`src/rtl/axis_up_arb_pkg.sv`:
```
// Shared types and helpers for the upstream AXIS packet arbiter and its
// round-robin picker.
package axis_up_arb_pkg;

  localparam int NUM_REQ = 4;
  localparam int STRB_W  = 4;
  localparam logic [1:0] TUSER_UP = 2'b00;
  // Static mode only honours selects below this value.
  localparam logic [4:0] STATIC_SEL_LIMIT = 5'd5;

  typedef enum logic {
    IDLE = 1'b0,
    LOCK = 1'b1
  } arb_state_e;

  typedef logic [1:0] req_idx_t;

  function automatic int slice_lo(input int idx, input int width);
    return idx * width;
  endfunction

  function automatic logic [NUM_REQ-1:0] idx_onehot(input req_idx_t idx);
    return {{(NUM_REQ-1){1'b0}}, 1'b1} << idx;
  endfunction

endpackage

```
`src/rtl/axis_rr_pick.sv`:
```
// Combinational round-robin picker: first requester after 'last' (wrapping)
// whose request bit is set.
module axis_rr_pick
  import axis_up_arb_pkg::*;
(
  input  logic [NUM_REQ-1:0] req,
  input  req_idx_t           last,
  output logic               any,
  output req_idx_t           idx
);

  req_idx_t w_cand;
  logic     w_found;

  always_comb begin
    idx     = '0;
    w_cand  = '0;
    w_found = 1'b0;
    for (int k = 1; k <= NUM_REQ; k++) begin
      w_cand = last + 2'(k);
      if (!w_found && req[w_cand]) begin
        idx     = w_cand;
        w_found = 1'b1;
      end
    end
  end

  assign any = w_found;

endmodule

```
`src/rtl/axis_up_arb.sv`:
```
// Packet-locked arbiter sharing the upstream AXIS channel among four sources,
// with round-robin or static selection and one registered output stage.
module axis_up_arb
  import axis_up_arb_pkg::*;
#(
  parameter int pUSER_PROJECT_SIDEBAND_WIDTH = 5,
  parameter int pDATA_WIDTH                  = 32,
  parameter int pNUM_REQ                     = 4
) (
  input  logic                                             axis_clk,
  input  logic                                             axis_rst,
  input  logic [pNUM_REQ-1:0]                              s_tvalid,
  input  logic [pNUM_REQ*pDATA_WIDTH-1:0]                  s_tdata,
  input  logic [pNUM_REQ*pUSER_PROJECT_SIDEBAND_WIDTH-1:0] s_tupsb,
  input  logic [pNUM_REQ*STRB_W-1:0]                       s_tstrb,
  input  logic [pNUM_REQ*STRB_W-1:0]                       s_tkeep,
  input  logic [pNUM_REQ-1:0]                              s_tlast,
  output logic [pNUM_REQ-1:0]                              s_tready,
  output logic                                             m_tvalid,
  output logic [pDATA_WIDTH-1:0]                           m_tdata,
  output logic [pUSER_PROJECT_SIDEBAND_WIDTH-1:0]          m_tupsb,
  output logic [STRB_W-1:0]                                m_tstrb,
  output logic [STRB_W-1:0]                                m_tkeep,
  output logic                                             m_tlast,
  output logic [1:0]                                       m_tuser,
  input  logic                                             m_tready,
  input  logic                                             arb_en,
  input  logic [pNUM_REQ-1:0]                              req_mask,
  input  logic [4:0]                                       user_prj_sel,
  output logic                                             grant_valid,
  output logic [1:0]                                       cur_grant
);

  arb_state_e r_state;
  req_idx_t   r_cur_grant;
  req_idx_t   r_last_grant;
  logic       r_grant_valid;

  logic                                    r_m_tvalid;
  logic [pDATA_WIDTH-1:0]                  r_m_tdata;
  logic [pUSER_PROJECT_SIDEBAND_WIDTH-1:0] r_m_tupsb;
  logic [STRB_W-1:0]                       r_m_tstrb;
  logic [STRB_W-1:0]                       r_m_tkeep;
  logic                                    r_m_tlast;

  logic [pDATA_WIDTH-1:0]                  w_tdata_arr [pNUM_REQ];
  logic [pUSER_PROJECT_SIDEBAND_WIDTH-1:0] w_tupsb_arr [pNUM_REQ];
  logic [STRB_W-1:0]                       w_tstrb_arr [pNUM_REQ];
  logic [STRB_W-1:0]                       w_tkeep_arr [pNUM_REQ];

  logic [pNUM_REQ-1:0] w_rr_req;
  logic                w_rr_any;
  req_idx_t            w_rr_idx;
  logic                w_pick_vld;
  req_idx_t            w_pick_idx;
  logic                w_lock;
  logic                w_in_ready;
  logic                w_accept;
  logic                w_accept_last;

  for (genvar g = 0; g < pNUM_REQ; g++) begin : g_slice
    assign w_tdata_arr[g] = s_tdata[slice_lo(g, pDATA_WIDTH) +: pDATA_WIDTH];
    assign w_tupsb_arr[g] = s_tupsb[slice_lo(g, pUSER_PROJECT_SIDEBAND_WIDTH) +:
                                    pUSER_PROJECT_SIDEBAND_WIDTH];
    assign w_tstrb_arr[g] = s_tstrb[slice_lo(g, STRB_W) +: STRB_W];
    assign w_tkeep_arr[g] = s_tkeep[slice_lo(g, STRB_W) +: STRB_W];
  end

  assign w_rr_req = s_tvalid & req_mask;

  axis_rr_pick u_rr_pick (
    .req  (w_rr_req),
    .last (r_last_grant),
    .any  (w_rr_any),
    .idx  (w_rr_idx)
  );

  always_comb begin
    w_pick_vld = 1'b0;
    w_pick_idx = '0;
    if (arb_en) begin
      w_pick_vld = w_rr_any;
      w_pick_idx = w_rr_idx;
    end else if (user_prj_sel < STATIC_SEL_LIMIT && s_tvalid[user_prj_sel[1:0]]) begin
      w_pick_vld = 1'b1;
      w_pick_idx = user_prj_sel[1:0];
    end
  end

  // Ready is offered to the held grant whenever the output slot can take a
  // beat; it deliberately ignores the source's own tvalid.
  assign w_lock        = (r_state == LOCK);
  assign w_in_ready    = !r_m_tvalid || m_tready;
  assign w_accept      = w_lock && s_tvalid[r_cur_grant] && w_in_ready;
  assign w_accept_last = w_accept && s_tlast[r_cur_grant];
  assign s_tready      = w_lock ? (idx_onehot(r_cur_grant) & {pNUM_REQ{w_in_ready}})
                                : '0;

  always_ff @(posedge axis_clk or posedge axis_rst) begin
    if (axis_rst) begin
      r_state       <= IDLE;
      r_cur_grant   <= '0;
      r_last_grant  <= 2'd3;
      r_grant_valid <= 1'b0;
    end else begin
      case (r_state)
        IDLE: begin
          if (w_pick_vld) begin
            r_cur_grant   <= w_pick_idx;
            r_grant_valid <= 1'b1;
            r_state       <= LOCK;
          end
        end
        LOCK: begin
          if (w_accept_last) begin
            r_last_grant  <= r_cur_grant;
            r_grant_valid <= 1'b0;
            r_state       <= IDLE;
          end
        end
        default: r_state <= IDLE;
      endcase
    end
  end

  always_ff @(posedge axis_clk or posedge axis_rst) begin
    if (axis_rst) begin
      r_m_tvalid <= 1'b0;
      r_m_tdata  <= '0;
      r_m_tupsb  <= '0;
      r_m_tstrb  <= '0;
      r_m_tkeep  <= '0;
      r_m_tlast  <= 1'b0;
    end else if (w_accept) begin
      r_m_tvalid <= 1'b1;
      r_m_tdata  <= w_tdata_arr[r_cur_grant];
      r_m_tupsb  <= w_tupsb_arr[r_cur_grant];
      r_m_tstrb  <= w_tstrb_arr[r_cur_grant];
      r_m_tkeep  <= w_tkeep_arr[r_cur_grant];
      r_m_tlast  <= s_tlast[r_cur_grant];
    end else if (m_tready) begin
      r_m_tvalid <= 1'b0;
    end
  end

  assign m_tvalid    = r_m_tvalid;
  assign m_tdata     = r_m_tdata;
  assign m_tupsb     = r_m_tupsb;
  assign m_tstrb     = r_m_tstrb;
  assign m_tkeep     = r_m_tkeep;
  assign m_tlast     = r_m_tlast;
  assign m_tuser     = TUSER_UP;
  assign grant_valid = r_grant_valid;
  assign cur_grant   = r_cur_grant;

endmodule

```
`config.mk`:
```
export PLATFORM = sky130hd
export DESIGN_NAME = axis_up_arb
export DESIGN_NICKNAME = d
export VERILOG_FILES = /design/src/rtl/axis_up_arb_pkg.sv /design/src/rtl/axis_rr_pick.sv /design/src/rtl/axis_up_arb.sv
export SDC_FILE = /design/constraint.sdc
export NUM_CORES = 1
export LEC_CHECK = 0
export ABC_AREA = 1
export BUFFER_PORTS_ARGS = -buffer_cell sky130_fd_sc_hd__buf_4
export CORE_AREA = 2 2 101 103
export CTS_CLUSTER_DIAMETER = 50
export DETAILED_ROUTE_END_ITERATION = 12
export DIE_AREA = 0 0 103 105
export PLACE_DENSITY = 0.81
export REMOVE_ABC_BUFFERS = 1
export SYNTH_ARGS = -nofsm -noshare
export SYNTH_HDL_FRONTEND = slang
export SYNTH_HIERARCHICAL = 1
export SYNTH_SLANG_ARGS = --single-unit
```
`constraint.sdc`:
```
create_clock -name axis_clk -period 3.4 [get_ports axis_clk]
set_input_delay 0.68 -clock axis_clk [delete_from_list [all_inputs] [get_ports axis_clk]]
set_output_delay 0.68 -clock axis_clk [all_outputs]
set_load 0.05 [all_outputs]
```
==> results of run 1 <==
==> worst max-delay path: cells and delay by family <==
kind / cells / cell delay (ns)
buffers and inverters: 3 / 0.49
and+or+nand+nor: 3 / 0.36
==> placed cells by master (no fill, tap or decap), drive strengths merged, types with 7 or more instances in the layout <==
cell and instances:
dfrtp 51, nand2 251, nor2 13, nand3 62, inv 19, nand4 7
a21oi 49, o21ai 45, buf 258, clkbuf 7
==> flip-flops by register name, summed over array words and instances (netlist names) <==
signal	cells
m_tdata	32
m_tupsb	5
m_tkeep	4
m_tstrb	4
cur_grant	2
r_last_grant	2
grant_valid	1
m_tlast	1
m_tvalid	1
r_state	1
==> per-layer routing <==
metal  vias up  part of all wire, %
li1       2208                    -
met1      2045                   39
met2       176                   53
met3        29                  5.9
met4         0                  2.6
met5         -                    0
==> synthesized netlist by cell type <==
library cell and number:
a21oi_1 49, buf_2 13, buf_4 5, buf_6 9, clkbuf_1 6, conb_1 1
dfrtp_1 51, dfstp_2 2, inv_1 16, inv_2 3, nand2_1 244, nand2_2 4
nand2_4 3, nand3_1 62, nand4_1 7, nor2_1 10, nor2_2 1, nor2_4 1
nor2_8 1, nor3_1 3, o21a_1 1, o21ai_0 2, o21ai_1 34, o21ai_2 9
==> cell type report <==
cell class              count  area share [%]
repair buffers            258           34.69
clock buffers               7           1.546
inverters                  19           1.277
multi-input cells         433           35.16
well taps                 133           2.981
clock inverters             1          0.5379
flip-flops and latches     53           23.80
==> where the power goes <==
group	switching, mW	leakage [nW]	internal, mW
combinational	2.11	2.28	0.975
clock	0.200	0.0585	0.240
sequential	0.206	0.658	0.926
total	2.52	3.00	2.14
==> path summary, 6_finish.rpt <==
check	slack (ns)	to	start	depth (start not counted)
worst max-delay path	1.19	s_tready[1]	m_tready	6
worst min-delay path	0.48	grant_valid	grant_valid	2
worst max register to register	1.19	m_tdata[31]	cur_grant[0]	7
worst min register to register	0.48	grant_valid	grant_valid	2
max in group asynchronous	2.05	r_state	axis_rst	2
min in group asynchronous	0.65	m_tdata[14]	axis_rst	2
==> through the flow <==
stage	instances	hold WS [ns]	power, mW	worst slack [ns]	TNS [ns]
finish	904	0.4846	4.656	1.188	0
detailed placement	896	0.4702	4.243	1.153	0
global placement	896	0.4645	4.154	1.242	0
CTS	904	0.4926	4.688	1.178	0
global route	904	0.5081	4.990	0.9762	0
floorplan	505	0.4859	3.217	-0.3822	-16.37
==> logic make-up after synthesis <==
logic type	after synthesis	synth area share [%]
compound gates	95	14.37
buf+inv	52	8.363
flops	53	37.32
other cells	1	0.1053
simple gates	336	39.85
==> metrics.txt, run 1 <==
Starting Density 36.94%; leak pwr 2.998 nW; Achievable Freq 0.4520 GHz; WL per Instance 13.42 µm; DR pass1 iterations 4; Synth area leaders dfrtp_1, nand2_1, nand3_1; CP Launch Type input port; GR Overflow Total 0; Post-CTS Resized 0; Power Density 834.1 nW/µm²; pin count of the biggest net entering global routing 93; routing usage on met2 40.63%; max-capacitance violation count 0; Antenna Cells 0; Min-Delay Path Class flop to flop; WP data required 2.72 ns; CP endpoint kind output port; area occupied by multi-input gates 1963 µm²; cells along the critical path buf_4 > nor2_1 > inv_1 > nand2_1 > nor3_1 > buf_4; Yosys Warn Count 6; global placement routability congestion 0.9542; Final Max Slew Viols 0; Max stage delay cell, worst path buf_4; Yosys top cell by area dfrtp_1; register clock-pin slew on the reported worst setup and hold paths 0.09 ns; initial antenna violation count 0; die height 105 µm; layout cells sized above 1 37.87%; status completed; area grow syn2layout 56.78%; Net count, final 971; area share of the largest cell type after synthesis 35.84%; clock tree root buffer cell clkbuf_8; DP HPWL 9518 µm; Largest stage delay, worst path 0.23 ns; sequential cell area fraction in the yosys report 37.32%; vias in the first global route 4313; most used routing layer in global routing met2; Final Util 57.92%; number of fill cells in the layout 912; clock skew 0.006407 ns; clk buf depth 2; cell area after synthesis 3561 µm²; Syn Inst Count 537; clk_lat worst skew 0.30 ns; Die W 103 µm; I/O Pins 257; first-pass GRT wire length 19620 µm; Rel. slew slack 26.11%; CTS HTree Levels 2; CTS Hold Bufs 0; die area 10820 µm²; RSZ-0062 raised after global routing false; Synth Register Bits 53; # Post-CTS Setup Buffers 0; vias per inst 4.931; Antenna Nets Post-Route 0; GRT Util Overall 22.41%; Core Footprint 9639 µm²; FF+latch area 1329 µm²; num rows 36; Avg Inst Size Synth 6.631 µm²; Period minus WS final 2.212 ns; Hold Violations, Final 0; Num CTS Buffers 5; # clock sinks 53; WS Path Type input port to output port; Arr. time, crit path 1.53 ns; DRC 0; Top cell by count, worst path buf_4; Buffers on Ports 254; CTS tree built; Synth cell types 24; crit-path max FO 6; Least-Margin Pin Slew 1.108 ns; GR met3 Demand/Resource 4.013%; DRT Wirelength 12130 µm; Detailed Route Iter0 Violations 193; placed cell area 5466 µm²; grt met1 use 26.24%; DR vias 4458; period utilisation layout 65.06%; Design Area, Final 5583 µm²; maximum VDD drop 0.0004504 V; # setup viols final 0
Power figures use the tool's default switching activity.
==> inputs of run 2 (changes only) <==
--- a/config.mk
+++ b/config.mk
@@ -7,11 +7,11 @@
 export LEC_CHECK = 0
 export ABC_AREA = 1
 export BUFFER_PORTS_ARGS = -buffer_cell sky130_fd_sc_hd__buf_4
-export CORE_AREA = 2 2 101 103
+export CORE_AREA = 2 2 98 100
 export CTS_CLUSTER_DIAMETER = 50
 export DETAILED_ROUTE_END_ITERATION = 12
-export DIE_AREA = 0 0 103 105
-export PLACE_DENSITY = 0.81
+export DIE_AREA = 0 0 100 102
+export PLACE_DENSITY = 0.85
 export REMOVE_ABC_BUFFERS = 1
 export SYNTH_ARGS = -nofsm -noshare
 export SYNTH_HDL_FRONTEND = slang
==> constraint.sdc (replaced) <==
create_clock -name axis_clk -period 2.2 [get_ports axis_clk]
set_input_delay 0.44 -clock axis_clk [delete_from_list [all_inputs] [get_ports axis_clk]]
set_output_delay 0.44 -clock axis_clk [all_outputs]
set_load 0.05 [all_outputs]
==> run 2 against run 1 <==
  * Global-route usage increased by 3.2 points
  * Clock skew fell by 0.0021 ns
  * Flip-flop and latch count stayed put
  * Combinational power increased by 59%
  * Sequential share of layout area down 0.069 points
  * Design area is 0.29% higher
  * Final cell count shrank 1.7%
  * Hold slack got worse by 0.29 ns
  * Clock power rose by 20%
  * Power is 54% higher
  * Clock-buffer cell count shrank 1
  * First-iteration DRC count fell by 7.8%
==> metrics.txt, run 2 (synthesis gave the netlist of run 1 again) <==
Num CTS Buffers 5 (unchanged); num rows 35 (was 36); Detailed Route Iter0 Violations 178 (was 193); maximum VDD drop 0.0007684 V (was 0.0004504 V); # setup viols final 0 (unchanged); Power Density 1281 nW/µm² (was 834.1 nW/µm²); Min-Delay Path Class input port to async pin (was flop to flop); leading cell types in the layout, fill and taps excluded buf_4, nand2_1, nand3_1 (unchanged); leak pwr 3.029 nW (was 2.998 nW); Layout Cells excl Fill 889 (was 904); Clock power frac 7.4% (was 9.5%); Least-Margin Pin Slew 0.5917 ns (was 1.108 ns); WP data required 1.76 ns (was 2.72 ns); Net count, final 978 (was 971); initial antenna violation count 0 (unchanged); pin count of the biggest net entering global routing 53 (was 93); area grow syn2layout 57.24% (was 56.78%); Post-CTS Resized 0 (unchanged); CP endpoint kind output port (unchanged); layout cells sized above 1 38.43% (was 37.87%); clk buf depth 2 (unchanged); FF+latch area 1329 µm² (unchanged); I/O Pins 257 (unchanged); Core Footprint 9109 µm² (was 9639 µm²); global placement routability congestion 0.9873 (was 0.9542); DR pass1 iterations 5 (was 4); DR vias 4529 (was 4458); register clock-pin slew on the reported worst setup and hold paths 0.09 ns (about the same); Achievable Freq 0.4958 GHz; CTS tree built (unchanged); WL per Instance 14.56 µm (was 13.42 µm); cell internal pwr 3.224 mW (was 2.141 mW); Hold Violations, Final 0 (unchanged); # clock sinks 53 (unchanged); max-capacitance violation count 0 (unchanged); GR Overflow Total 0 (unchanged); Arr. time, crit path 1.58 ns (was 1.53 ns); vias per inst 5.094 (was 4.931); Antenna Nets Post-Route 0 (unchanged); clk_lat worst skew 0.30 ns (about the same); most common cell after layout, fill and taps aside buf_4 (unchanged); area occupied by multi-input gates 1963 µm² (unchanged); CTS Hold Bufs 0 (unchanged); CTS HTree Levels 2 (unchanged); DRT Wirelength 12950 µm (was 12130 µm); CP Launch Type flop (was input port); Starting Density 39.09% (was 36.94%); Seq pwr share 24.5% (was 24.3%); status completed (unchanged); first-pass GRT wire length 20830 µm (was 19620 µm); DP HPWL 10360 µm (was 9518 µm); GRT Util Overall 25.57% (was 22.41%); Die W 100 µm (was 103 µm); Fin Setup TNS 0 ns (unchanged); DRC 0 (unchanged); vias in the first global route 4495 (was 4313); Period minus WS final 2.017 ns; period utilisation layout 91.68%; crit-path max FO 11 (was 6); # Post-CTS Setup Buffers 0 (unchanged); Rel. slew slack 60.49% (was 26.11%); WS Path Type flop to output port (was input port to output port); die area 10200 µm² (was 10820 µm²); die height 102 µm (was 105 µm); Antenna Cells 0 (unchanged); clock skew 0.004287 ns (was 0.006407 ns); RSZ-0062 raised after global routing false (unchanged); # placed instances 881 (was 896); flip-flop count of the largest register after layout 32 (unchanged); Sw Share 55.05% (was 54.02%); r2r setup slk 0.23 ns (was 1.19 ns); Comb power frac 68.1% (was 66.2%); Final Max Slew Viols 0 (unchanged); clock tree root buffer cell clkbuf_8 (unchanged); Buffers on Ports 254 (unchanged); number of fill cells in the layout 813 (was 912); Net Switching 3.949 mW (was 2.515 mW)
run 2: worst max-delay path, stage by stage (launching register included):
cell and delay [ns]:
dfrtp_1 0.64, inv_1 0.18, nor3_1 0.23, buf_4 0.23
run 2: path summary, 6_finish.rpt:
kind | to | depth (start not counted) | from
hold reg to reg | m_tdata[27] | 2 | m_tdata[27]
min in group axis_clk | m_tdata[5] | 3 | s_tdata[101]
setup / recovery | s_tready[2] | 3 | cur_grant[1]
setup reg to reg | cur_grant[0] | 12 | r_last_grant[0]
max in group asynchronous | m_tdata[30] | 3 | axis_rst
hold / removal | m_tdata[21] | 2 | axis_rst
run 2: power by group through the flow:
stage / clock network [mW] / logic (mW) / registers [mW]
3_3_place_gp: 0 / 4.78 / 1.74
4_1_cts: 0.552 / 4.91 / 1.75
2_1_floorplan: 0 / 1.82 / 3.15
3_5_place_dp: 0 / 4.90 / 1.76
6_report: 0.531 / 4.89 / 1.75
5_1_grt: 0.601 / 5.26 / 1.81
run 2: metal layers:
metal  GRT usage (%)  share of wire, %
met5               0                 0
met4           8.746               2.4
met3           6.635               7.7
met2           47.61                52
met1           28.39                37
run 2: layout make-up:
class,instances,share of cell area [%]
clock buffer,6,1.296
clock inverter,2,0.1788
inverter,19,1.274
multi-input combinational,433,35.06
sequential,53,23.73
tap,111,2.480
timing repair buffer,265,35.98
run 2: stage by stage:
| step | setup slack, ns | hold WS [ns] | utilization [%] | cell area, µm² | power [mW] |
|---|---|---|---|---|---|
| final | 0.1830 | 0.1986 | 61.47 | 5599 | 7.173 |
| after global routing | 0.009784 | 0.2365 | 61.47 | 5599 | 7.678 |
| after CTS | 0.1917 | 0.2238 | 61.47 | 5599 | 7.208 |
| after detailed placement | 0.2780 | 0.4705 | 60.56 | 5517 | 6.663 |
| after global placement | 0.3984 | 0.4627 | 60.56 | 5517 | 6.517 |
| after floorplan | -1.582 | 0.4859 | - | 3338 | 4.972 |
==> inputs of run 3 (changes only) <==
--- a/config.mk
+++ b/config.mk
@@ -13,6 +13,7 @@
 export DIE_AREA = 0 0 100 102
 export PLACE_DENSITY = 0.85
 export REMOVE_ABC_BUFFERS = 1
+export SETUP_SLACK_MARGIN = 0.4
 export SYNTH_ARGS = -nofsm -noshare
 export SYNTH_HDL_FRONTEND = slang
 export SYNTH_HIERARCHICAL = 1
==> run 3 against run 2 <==
  * Critical path depth up 9
  * Sequential share of layout area fell by 0.72 points
  * Largest power group unchanged
  * Maximum frequency grew 14%
  * Sequential power is essentially flat
  * Design area rose by 3.3%
  * Clock power is essentially flat
  * Hold slack improved by 0.0023 ns
  * Die area unchanged
  * First-iteration DRC count grew 7.9%
==> metrics.txt, run 3 (synthesis gave the netlist of run 1 again) <==
status completed (unchanged); Antenna Nets Post-Route 0 (unchanged); GR Overflow Total 0 (unchanged); DP HPWL 10360 µm (unchanged); clock skew 0.004254 ns (was 0.004287 ns); initial antenna violation count 0 (unchanged); CTS tree built (unchanged); CTS Hold Bufs 0 (unchanged); Pwr Total 7.399 mW (was 7.173 mW); DR pass1 iterations 5 (unchanged); CP endpoint kind flop (was output port); # setup viols final 0 (unchanged); WP buf/inv 1 (was 2); CP Launch Type flop (unchanged); maximum VDD drop 0.0007679 V (was 0.0007684 V); first-pass GRT wire length 20930 µm (was 20830 µm); worst hold slack 0.2009 ns (was 0.1986 ns); Achievable Freq 0.5646 GHz (was 0.4958 GHz); min setup slack post-route 0.4290 ns (was 0.1830 ns); clock tree root buffer cell clkbuf_8 (unchanged); Core Footprint 9109 µm² (unchanged); CP Depth 12 (was 3); GRT Util Overall 25.72% (was 25.57%); leading cell types in the layout, fill and taps excluded buf_4, nand2_1, nand3_1 (unchanged); Detailed Route Iter0 Violations 192 (was 178); register clock-pin slew on the reported worst setup and hold paths 0.09 ns (about the same); Place WS 0.2780 ns (unchanged); vias in the first global route 4516 (was 4495); # placed instances 881 (unchanged); global placement routability congestion 0.9873 (unchanged); Period minus WS final 1.771 ns (was 2.017 ns); DRC 0 (unchanged); DR vias 4609 (was 4529); Die W 100 µm (unchanged); cells along the critical path inv_4 > nand2_1 > nand2_2 > nand2_4 > nand2_4 > nor2_8 > nand4_1 > nand3_1 > nand2_1 > nand2_1 > nand3_1 > nand2_1 (was inv_1 > nor3_1 > buf_4); most common cell after layout, fill and taps aside buf_4 (unchanged); Hold Violations, Final 0 (unchanged); Largest stage delay, worst path 0.64 ns (about the same); die height 102 µm (unchanged); Min-Delay Path Class input port to async pin (unchanged); num rows 35 (unchanged); Top delay family on crit path simple AND/OR/NAND/NOR gates (was flip-flops); RSZ-0062 raised after global routing true (was false); leak pwr 3.121 nW (was 3.029 nW); Top cell by count, worst path nand2_1; Max stage delay cell, worst path dfstp_2 (was dfrtp_1); Final Max Slew Viols 0 (unchanged); WL per Instance 14.80 µm (was 14.56 µm); die area 10200 µm² (unchanged); number of fill cells in the layout 790 (was 813); Num CTS Buffers 5 (unchanged); Layout Cells excl Fill 903 (was 889); Net count, final 992 (was 978); area grow syn2layout 62.44% (was 57.24%); Antenna Cells 0 (unchanged); pin count of the biggest net entering global routing 53 (unchanged); Least-Margin Pin Slew 0.5963 ns (was 0.5917 ns); vias per inst 5.104 (was 5.094); area occupied by multi-input gates 2022 µm² (was 1963 µm²); WP data required 2.44 ns (was 1.76 ns); layout cells sized above 1 42.17% (was 38.43%); FF+latch area 1331 µm² (was 1329 µm²); max-capacitance violation count 0 (unchanged); CTS HTree Levels 2 (unchanged); r2r setup slk 0.43 ns (was 0.23 ns); Buffers on Ports 254 (unchanged); clk_lat worst skew 0.30 ns (about the same); Rel. slew slack 60.19% (was 60.49%); flip-flop count of the largest register after layout 32 (unchanged); period utilisation layout 80.50% (was 91.68%); crit-path max FO 8 (was 11); DRT Wirelength 13370 µm (was 12950 µm); I/O Pins 257 (unchanged); Reg2Reg Depth 12 (unchanged); # clock sinks 53 (unchanged); Starting Density 39.09% (unchanged); clk buf depth 2 (unchanged); Arr. time, crit path 2.01 ns (was 1.58 ns); Power Density 1279 nW/µm² (was 1281 nW/µm²); WS Path Type flop to flop (was flop to output port)
-- run 3: cell count changes in the layout (fill, tap and decap cells not counted), moves of 2 or more --
cell / delta
nor3_2: +2
nand2_2: +10
inv_1: -2
nand3_1: -2
nor3_1: -2
buf_4: +9
nand2_1: -11
nand3_2: +2
buf_6: +3
dfrtp_2: +2
dfrtp_1: -2
-- run 3: cell type report --
type                       count  area share, %
clock inverter                 2         0.1730
timing repair buffer         279          36.92
inverter                      19          1.276
tap                          111          2.401
sequential                    53          23.02
clock buffer                   6          1.255
multi-input combinational    433          34.96
-- run 3: path summary, 6_finish.rpt --
| check | from | end |
|---|---|---|
| min in group axis_clk | s_tdata[71] | m_tdata[7] |
| worst max-delay path | r_last_grant[1] | cur_grant[1] |
| max in group asynchronous | axis_rst | m_tdata[30] |
| worst max register to register | r_last_grant[1] | cur_grant[1] |
| worst min-delay path | axis_rst | m_tdata[21] |
| worst min register to register | m_tdata[27] | m_tdata[27] |
-- run 3: layer usage --
metal / wire, µm / GRT usage (%)
met1: 5013 / 28.35
met5: 0 / 0
met3: 982 / 6.772
met4: 306 / 8.641
met2: 7063 / 48.13
-- run 3: repair_timing --
| item | CTS | global route |
|---|---|---|
| pin swaps | 0 | 10 |
| hold endpoints to repair | 0 | 0 |
| endpoints found under the setup margin | 31 | 30 |
| gates cloned | 0 | 1 |
| setup buffers | 2 | 11 |
| gates resized for setup | 6 | 22 |
-- run 3: where the power goes --
group          internal (mW)  switching (mW)
sequential              1.43           0.303
clock                  0.222           0.310
combinational           1.70            3.43
total                   3.36            4.04
-- run 3: per-stage QoR --
step / TNS (ns) / instance area, µm² / util, %
2_1_floorplan: -76.57 / 3338 / -
3_3_place_gp: 0 / 5517 / 60.56
3_5_place_dp: 0 / 5517 / 60.56
4_1_cts: 0 / 5628 / 61.79
5_1_grt: 0 / 5784 / 63.50
6_report: 0 / 5784 / 63.50
